==> src/rtl/cross_centers_grid.sv <==
// Finder-center locator: walks candidate pixels zone by zone, qualifies each zone
// by black-pixel ratio and reports floored black centroids through a serial divider.
module cross_centers_grid #(
  parameter int WIDTH        = 480,
  parameter int HEIGHT       = 480,
  parameter int ZONES_X      = 3,
  parameter int ZONES_Y      = 3,
  parameter int NUM_CENTERS  = 3,
  parameter int READ_LATENCY = 2,
  parameter int THRESH_NUM   = 3,
  parameter int THRESH_SHIFT = 2,
  localparam int CW  = $clog2((WIDTH > HEIGHT) ? WIDTH : HEIGHT),
  localparam int KW  = $clog2(WIDTH * HEIGHT + 1),
  localparam int AW  = $clog2(WIDTH * HEIGHT),
  localparam int FW  = $clog2(NUM_CENTERS + 1),
  localparam int BXW = (ZONES_X > 1) ? (ZONES_X - 1) * CW : 1,
  localparam int BYW = (ZONES_Y > 1) ? (ZONES_Y - 1) * CW : 1
) (
  input  logic                      clk_in,
  input  logic                      rst_n_in,
  input  logic                      start_in,
  input  logic [WIDTH-1:0]          horz_patterns,
  input  logic [HEIGHT-1:0]         vert_patterns,
  input  logic [BXW-1:0]            bound_x,
  input  logic [BYW-1:0]            bound_y,
  input  logic                      pixel_in,
  output logic [AW-1:0]             addr_out,
  output logic [NUM_CENTERS*CW-1:0] centers_x,
  output logic [NUM_CENTERS*CW-1:0] centers_y,
  output logic [FW-1:0]             centers_found,
  output logic                      centers_valid,
  output logic                      centers_error,
  output logic                      busy_out
);

  localparam int SW  = CW + KW;
  localparam int RW  = KW + THRESH_SHIFT + $clog2(THRESH_NUM + 1);
  localparam int BW  = CW + 1;
  localparam int ZXW = $clog2(ZONES_X + 1);
  localparam int ZYW = $clog2(ZONES_Y + 1);
  localparam int WCW = $clog2(READ_LATENCY) + 1;
  localparam int DCW = $clog2(2 * SW);

  typedef enum logic [2:0] {
    ST_IDLE    = 3'd0,
    ST_SCAN    = 3'd1,
    ST_WAIT    = 3'd2,
    ST_SAMPLE  = 3'd3,
    ST_QUALIFY = 3'd4,
    ST_DIVIDE  = 3'd5,
    ST_NEXT    = 3'd6,
    ST_DONE    = 3'd7
  } state_t;

  state_t          state_r;
  logic [BW-1:0]   bx_r [0:ZONES_X];
  logic [BW-1:0]   by_r [0:ZONES_Y];
  logic [ZXW-1:0]  zx_r;
  logic [ZYW-1:0]  zy_r;
  logic [CW-1:0]   x_r, y_r, qx_r;
  logic [WCW-1:0]  wait_cnt_r;
  logic [DCW-1:0]  div_cnt_r;
  logic            pix_r;
  logic [KW-1:0]   total_r, black_r, rem_r;
  logic [SW-1:0]   sum_x_r, sum_y_r, dq_r;

  logic [ZXW-1:0]  zx1_s, nzx_s;
  logic [ZYW-1:0]  zy1_s, nzy_s;
  logic [BW-1:0]   x_lo_s, x_hi_s, y_lo_s, y_hi_s;
  logic            zone_empty_s, last_x_s, last_y_s, zone_end_s, last_zone_s, candidate_s;
  logic [CW-1:0]   nx_s, ny_s, nx_lo_s, ny_lo_s;
  logic [RW-1:0]   lhs_s, rhs_s;
  logic            ratio_pass_s, ge_s;
  logic [KW:0]     trial_s, diff_s;
  logic [KW-1:0]   rem_next_s;
  logic [SW-1:0]   q_next_s;

  // Bounds larger than the frame collapse onto the frame edge, turning that zone empty.
  function automatic logic [BW-1:0] clamp_bound(input logic [CW-1:0] b, input int lim);
    if (BW'(b) > BW'(lim)) begin
      clamp_bound = BW'(lim);
    end else begin
      clamp_bound = BW'(b);
    end
  endfunction

  function automatic logic [AW-1:0] addr_of(input logic [CW-1:0] px, input logic [CW-1:0] py);
    addr_of = AW'(py) * AW'(WIDTH) + AW'(px);
  endfunction

  // Zone geometry, in-zone stepping, ratio test and one restoring-divide step.
  always_comb begin
    zx1_s        = zx_r + ZXW'(1);
    zy1_s        = zy_r + ZYW'(1);
    x_lo_s       = bx_r[zx_r];
    x_hi_s       = bx_r[zx1_s];
    y_lo_s       = by_r[zy_r];
    y_hi_s       = by_r[zy1_s];
    zone_empty_s = (x_hi_s <= x_lo_s) || (y_hi_s <= y_lo_s);
    last_x_s     = ({1'b0, x_r} + BW'(1)) >= x_hi_s;
    last_y_s     = ({1'b0, y_r} + BW'(1)) >= y_hi_s;
    zone_end_s   = last_x_s && last_y_s;
    last_zone_s  = (zx_r == ZXW'(ZONES_X - 1)) && (zy_r == ZYW'(ZONES_Y - 1));
    candidate_s  = horz_patterns[x_r] && vert_patterns[y_r];
    if (!last_x_s) begin
      nx_s = x_r + CW'(1);
      ny_s = y_r;
    end else begin
      nx_s = x_lo_s[CW-1:0];
      ny_s = y_r + CW'(1);
    end
    if (zx_r == ZXW'(ZONES_X - 1)) begin
      nzx_s = '0;
      nzy_s = zy1_s;
    end else begin
      nzx_s = zx1_s;
      nzy_s = zy_r;
    end
    nx_lo_s      = bx_r[nzx_s][CW-1:0];
    ny_lo_s      = by_r[nzy_s][CW-1:0];
    lhs_s        = RW'(black_r) << THRESH_SHIFT;
    rhs_s        = RW'(total_r) * RW'(THRESH_NUM);
    ratio_pass_s = lhs_s > rhs_s;
    trial_s      = {rem_r, dq_r[SW-1]};
    diff_s       = trial_s - {1'b0, black_r};
    ge_s         = trial_s >= {1'b0, black_r};
    rem_next_s   = ge_s ? diff_s[KW-1:0] : trial_s[KW-1:0];
    q_next_s     = {dq_r[SW-2:0], ge_s};
  end

  // Control FSM with all datapath registers and registered outputs.
  always_ff @(posedge clk_in) begin
    if (!rst_n_in) begin
      state_r       <= ST_IDLE;
      for (int k = 0; k <= ZONES_X; k++) bx_r[k] <= '0;
      for (int k = 0; k <= ZONES_Y; k++) by_r[k] <= '0;
      zx_r          <= '0;
      zy_r          <= '0;
      x_r           <= '0;
      y_r           <= '0;
      qx_r          <= '0;
      wait_cnt_r    <= '0;
      div_cnt_r     <= '0;
      pix_r         <= 1'b0;
      total_r       <= '0;
      black_r       <= '0;
      rem_r         <= '0;
      sum_x_r       <= '0;
      sum_y_r       <= '0;
      dq_r          <= '0;
      addr_out      <= '0;
      centers_x     <= '0;
      centers_y     <= '0;
      centers_found <= '0;
      centers_valid <= 1'b0;
      centers_error <= 1'b0;
      busy_out      <= 1'b0;
    end else begin
      case (state_r)
        ST_IDLE: begin
          centers_valid <= 1'b0;
          centers_error <= 1'b0;
          if (start_in) begin
            bx_r[0]       <= '0;
            by_r[0]       <= '0;
            for (int k = 1; k < ZONES_X; k++) bx_r[k] <= clamp_bound(bound_x[(k-1)*CW +: CW], WIDTH);
            for (int k = 1; k < ZONES_Y; k++) by_r[k] <= clamp_bound(bound_y[(k-1)*CW +: CW], HEIGHT);
            bx_r[ZONES_X] <= BW'(WIDTH);
            by_r[ZONES_Y] <= BW'(HEIGHT);
            zx_r          <= '0;
            zy_r          <= '0;
            x_r           <= '0;
            y_r           <= '0;
            addr_out      <= '0;
            total_r       <= '0;
            black_r       <= '0;
            sum_x_r       <= '0;
            sum_y_r       <= '0;
            centers_x     <= '0;
            centers_y     <= '0;
            centers_found <= '0;
            busy_out      <= 1'b1;
            state_r       <= ST_SCAN;
          end else begin
            state_r <= ST_IDLE;
          end
        end
        ST_SCAN: begin
          if (zone_empty_s) begin
            state_r <= ST_QUALIFY;
          end else if (candidate_s) begin
            wait_cnt_r <= '0;
            state_r    <= ST_WAIT;
          end else if (zone_end_s) begin
            state_r <= ST_QUALIFY;
          end else begin
            x_r      <= nx_s;
            y_r      <= ny_s;
            addr_out <= addr_of(nx_s, ny_s);
          end
        end
        ST_WAIT: begin
          // Last wait cycle is READ_LATENCY cycles after the address first appeared.
          if (wait_cnt_r == WCW'(READ_LATENCY - 1)) begin
            pix_r   <= pixel_in;
            state_r <= ST_SAMPLE;
          end else begin
            wait_cnt_r <= wait_cnt_r + WCW'(1);
          end
        end
        ST_SAMPLE: begin
          total_r <= total_r + KW'(1);
          if (!pix_r) begin
            black_r <= black_r + KW'(1);
            sum_x_r <= sum_x_r + SW'(x_r);
            sum_y_r <= sum_y_r + SW'(y_r);
          end else begin
            black_r <= black_r;
          end
          if (zone_end_s) begin
            state_r <= ST_QUALIFY;
          end else begin
            x_r      <= nx_s;
            y_r      <= ny_s;
            addr_out <= addr_of(nx_s, ny_s);
            state_r  <= ST_SCAN;
          end
        end
        ST_QUALIFY: begin
          if ((black_r != '0) && ratio_pass_s) begin
            dq_r      <= sum_x_r;
            rem_r     <= '0;
            div_cnt_r <= '0;
            state_r   <= ST_DIVIDE;
          end else begin
            state_r <= ST_NEXT;
          end
        end
        ST_DIVIDE: begin
          div_cnt_r <= div_cnt_r + DCW'(1);
          // First SW steps yield x, the second SW steps yield y.
          if (div_cnt_r == DCW'(SW - 1)) begin
            qx_r  <= q_next_s[CW-1:0];
            dq_r  <= sum_y_r;
            rem_r <= '0;
          end else begin
            dq_r  <= q_next_s;
            rem_r <= rem_next_s;
          end
          if (div_cnt_r == DCW'(2 * SW - 1)) begin
            for (int k = 0; k < NUM_CENTERS; k++) begin
              if (centers_found == FW'(k)) begin
                centers_x[k*CW +: CW] <= qx_r;
                centers_y[k*CW +: CW] <= q_next_s[CW-1:0];
              end else begin
                centers_x[k*CW +: CW] <= centers_x[k*CW +: CW];
              end
            end
            centers_found <= centers_found + FW'(1);
            state_r       <= ST_NEXT;
          end else begin
            state_r <= ST_DIVIDE;
          end
        end
        ST_NEXT: begin
          total_r <= '0;
          black_r <= '0;
          sum_x_r <= '0;
          sum_y_r <= '0;
          if (centers_found == FW'(NUM_CENTERS)) begin
            centers_valid <= 1'b1;
            busy_out      <= 1'b0;
            state_r       <= ST_DONE;
          end else if (last_zone_s) begin
            centers_error <= 1'b1;
            busy_out      <= 1'b0;
            state_r       <= ST_DONE;
          end else begin
            zx_r     <= nzx_s;
            zy_r     <= nzy_s;
            x_r      <= nx_lo_s;
            y_r      <= ny_lo_s;
            addr_out <= addr_of(nx_lo_s, ny_lo_s);
            state_r  <= ST_SCAN;
          end
        end
        ST_DONE: begin
          centers_valid <= 1'b0;
          centers_error <= 1'b0;
          state_r       <= ST_IDLE;
        end
        default: begin
          busy_out <= 1'b0;
          state_r  <= ST_IDLE;
        end
      endcase
    end
  end

endmodule

==> config.mk <==
export PLATFORM = sky130hd
export DESIGN_NAME = cross_centers_grid
export DESIGN_NICKNAME = d
export VERILOG_FILES = /design/src/rtl/cross_centers_grid.sv
export SDC_FILE = /design/constraint.sdc
export NUM_CORES = 1
export LEC_CHECK = 0
export CAP_MARGIN = 20
export CORE_AREA = 3 3 421 423
export DETAILED_ROUTE_END_ITERATION = 10
export DIE_AREA = 0 0 424 426
export PLACE_DENSITY = 0.45
export SLEW_MARGIN = 20
export SYNTH_ARGS = -nofsm -noshare
export SYNTH_HDL_FRONTEND = slang
export SYNTH_SLANG_ARGS = --single-unit
==> constraint.sdc <==
create_clock -name clk_in -period 7.4 [get_ports clk_in]
set_input_delay 1.11 -clock clk_in [delete_from_list [all_inputs] [get_ports clk_in]]
set_output_delay 1.11 -clock clk_in [all_outputs]
set_load 0.02 [all_outputs]
==> results.json <==
{
  "status": "complete, no violations",
  "grt_pass1_wl_mm": 220,
  "portBuffers": 1076,
  "cts_buffers": 36,
  "hold_end": "centers_x[5]",
  "synthMuxAreaShare_pct": 24.8,
  "tns_ns": 0,
  "syn_inst": 2947,
  "synth_cell_types": 76,
  "die_h_um": 426,
  "finalCritPeriodShare_pct": 91.8,
  "power_mw": 9.90,
  "worst_path_most_repeated_cell": "ha_1",
  "reg2reg_to": "addr_out[16]",
  "pin_count": 1077,
  "finalHoldViolations": 0,
  "slew_violations": 0,
  "grt_max_degree": 103,
  "cts_hold_buf": 0,
  "maxCapViolCount": 0,
  "fin_skew_ns": 0.0212,
  "dieArea_mm2": 0.181,
  "cellPowerDensity_mw_per_mm2": 237,
  "yosys.area_share.simple_pct": 16.2,
  "path_class": "flop to flop",
  "endpoint_kind": "flop",
  "drc_errors": 0,
  "cts_root_buffer": "clkbuf_16",
  "rows": 153,
  "finalSetupViolCount": 0,
  "post-dp-hpwl_mm": 136,
  "holdCritPathClass": "flop to flop",
  "cts_buffer_depth": 3,
  "h-tree-depth": 2,
  "seq_area_frac_synth_pct": 22.8,
  "setup_slack_ns": 0.610,
  "ys_ff_latch": 291,
  "rr_worst_depth": 28,
  "clk_latency_ns": 0.57,
  "antenna_found_initial": 38,
  "syn_avg_cell_area_um2": 9.22,
  "die_x_um": 424,
  "postLayoutCellArea_mm2": 0.0418,
  "drtAntennaViolNets": 0,
  "clkTransAtPathRegs_ns": 0.06,
  "synth_flop_cell": "dfxtp_1",
  "start_util_pct": 15.6,
  "grt_pass1_vias": 28263,
  "slowest_delay_ns": 0.50,
  "cts_tree": "done",
  "synth-edff-count": 37,
  "viasPerCell": 4.39,
  "drtIter0Drc": 1789,
  "synth-adder-area-share_pct": 9.94,
  "drt-wirelength-per-cell_um": 25.6,
  "timing.fmax_ghz": 0.147,
  "maxSlewHeadroom_pct": 20.8,
  "drive_gt1_share_pct": 11.1,
  "post-place-ws_ns": 0.279,
  "leakage_nw": 14.6,
  "area_growth_pct": 53.9,
  "gp_congestion": 0.909,
  "syn_area_mm2": 0.0272,
  "grt_use_total_pct": 17.1,
  "post_cts_buffers": 0,
  "synth-xor-area-share_pct": 5.58,
  "startpoint_type": "flop",
  "worst_path_max_delay_cell": "fa_1",
  "cp_max_fo": 13,
  "synth-compound-area-share_pct": 15.5,
  "rrSetupSlack_ns": 0.61,
  "drt-pass1-iter-count": 5,
  "grt_overflow_total": 0,
  "cts_sinks": 291,
  "hold_depth": 2,
  "ys_warn_count": 0,
  "synth_top_family_by_area": "multiplexers",
  "num_vias": 27579,
  "crit_required_ns": 7.86,
  "synth_nets": 4144,
  "postPlaceCellArea_mm2": 0.0405,
  "fill_cells": 18917,
  "worstPathArrival_ns": 7.25,
  "rr_startpoint": "zx_r[0]",
  "holdCritStartpoint": "centers_x[5]",
  "min_period_ns": 6.79,
  "vdd_ir_drop_max_v": 0.000203,
  "ys_async_sr_fraction_pct": 0,
  "drt_wl_total_mm": 161,
  "nNetsFinal": 5120,
  "core_mm2": 0.174,
  "post_cts_resize_count": 0,
  "worst_pin_slew_ns": 1.16
}
==> registers in the layout, summed over array words and instances (netlist names), 3 cells and up, named ones only <==
| name | flops |
|---|---|
| bx_r | 18 |
| centers_y | 27 |
| div_cnt_r | 6 |
| centers_x | 27 |
| dq_r | 27 |
| x_r | 9 |
| addr_out | 13 |
| rem_r | 18 |
| qx_r | 9 |
| black_r | 18 |
| sum_y_r | 27 |
| sum_x_r | 27 |
| y_r | 9 |
| total_r | 18 |
| by_r | 19 |
| state_r | 3 |
==> worst max-delay path: cells and delay by family, from the launching register on <==
family,cells,cell delay (ns)
AO/OA/AOI/OAI,9,2.00
adder cells (fa/ha/maj),5,1.89
AND/OR/NAND/NOR,7,0.98
multiplexers,2,0.62
XOR/XNOR,3,0.59
flip-flops,1,0.45
buffers and inverters,2,0.14
==> final cells by class <==
class / count / area [µm²] / share of cell area (%)
repair buffers: 1131 / 11200 / 26.8
flip-flops and latches: 291 / 6220 / 14.9
clock buffers: 50 / 1040 / 2.50
well taps: 2325 / 2910 / 6.96
clock inverters: 15 / 210 / 0.503
inverters: 131 / 494 / 1.18
multi-input cells: 2332 / 19700 / 47.1
diodes: 12 / 30.0 / 0.0718
==> synthesized netlist by cell type (all sizes together), types with 14 or more instances <==
master / number / share of area [%]
nand3: 125 / 2.3
o21ai: 132 / 2.4
a21oi: 202 / 3.7
dfxtp: 254 / 19
o21a: 16 / 0.44
a21o: 37 / 1.0
a22oi: 78 / 2.2
nand2: 274 / 3.8
a211oi: 31 / 0.86
nor4: 14 / 0.32
fa: 30 / 2.2
nor3: 62 / 1.1
buf: 84 / 1.9
a221oi: 16 / 0.75
mux2i: 113 / 4.2
nor2b: 43 / 0.99
mux4: 239 / 20
a22o: 20 / 0.64
nor2: 239 / 3.3
xnor2: 117 / 3.8
a31oi: 15 / 0.35
nand4: 38 / 0.88
o211ai: 15 / 0.41
clkbuf: 109 / 1.5
and2: 51 / 1.2
ha: 167 / 7.7
o22ai: 28 / 0.64
and3: 18 / 0.41
mux2: 19 / 0.79
xor2: 56 / 1.8
nand2b: 22 / 0.51
edfxtp: 37 / 4.1
inv: 128 / 1.8
==> stage by stage <==
step                      instances  hold WS (ns)  util [%]
after floorplan                2947         0.426         -
after global placement         6209         0.437      23.3
after detailed placement       6210         0.448      23.3
after CTS                      6275         0.456      24.0
after global routing           6276         0.473      24.0
final                          6287         0.454      24.0
==> power by group <==
part	total [mW]	switching (mW)	internal (mW)
registers	1.99	0.239	1.75
logic	6.00	3.36	2.64
clock network	1.91	0.768	1.14
total	9.90	4.37	5.53
==> worst max path at each step <==
| stage | cells after the start | slack [ns] | startpoint | endpoint |
|---|---|---|---|---|
| 2_1_floorplan | 29 | 0.67 | zx_r[0] | addr_out[16] |
| 3_3_place_gp | 28 | 0.44 | zx_r[0] | addr_out[17] |
| 3_5_place_dp | 28 | 0.28 | zx_r[0] | addr_out[16] |
| 4_1_cts | 28 | 0.25 | zx_r[0] | addr_out[16] |
| 5_1_grt | 28 | -0.004 | zx_r[0] | addr_out[16] |
| 6_report | 28 | 0.61 | zx_r[0] | addr_out[16] |
==> layout by cell type (no fill, tap or decap), types with 12 or more instances in the layout <==
master and n:
nor3_1 62, nand2_1 272, nand3_1 125, o211ai_1 15, a22o_1 20, fa_1 30, nor2b_1 41, nand4_1 38
mux2_2 19, dfxtp_1 243, nor2_1 235, xor2_1 54, and3_1 18, a21oi_1 201, a211oi_1 31, edfxtp_1 37
o21a_1 16, mux2i_1 112, diode_2 12, nor4_1 14, clkdlybuf4s50_1 1076, a21o_1 37, o21ai_0 126, clkbuf_16 37
mux4_2 239, ha_1 166, a22oi_1 78, o22ai_1 28, buf_4 51, and2_1 49, inv_1 127, nand2b_1 22
a31oi_1 15, xnor2_1 115, or3_1 13
==> cells by family (layout without fill, tap and decap cells) <==
| kind of cell | after synthesis | count (layout) |
|---|---|---|
| other | 0 | 12 |
| flip-flops | 291 | 291 |
| AND/OR/NAND/NOR | 936 | 936 |
| adder cells (fa/ha/maj) | 198 | 198 |
| multiplexers | 371 | 371 |
| XOR/XNOR | 173 | 173 |
| buffers and inverters | 324 | 1327 |
| AO/OA/AOI/OAI | 654 | 654 |
==> per-layer routing <==
| metal | share of wire (%) | GRT usage, % | vias up |
|---|---|---|---|
| met5 | 0.054 | 0 | - |
| li1 | - | - | 12972 |
| met3 | 6.4 | 2.97 | 126 |
| met2 | 49 | 30.1 | 999 |
| met1 | 42 | 21.9 | 13468 |
| met4 | 2.0 | 2.93 | 14 |
Note: power is estimated with default switching activity, not from simulation.
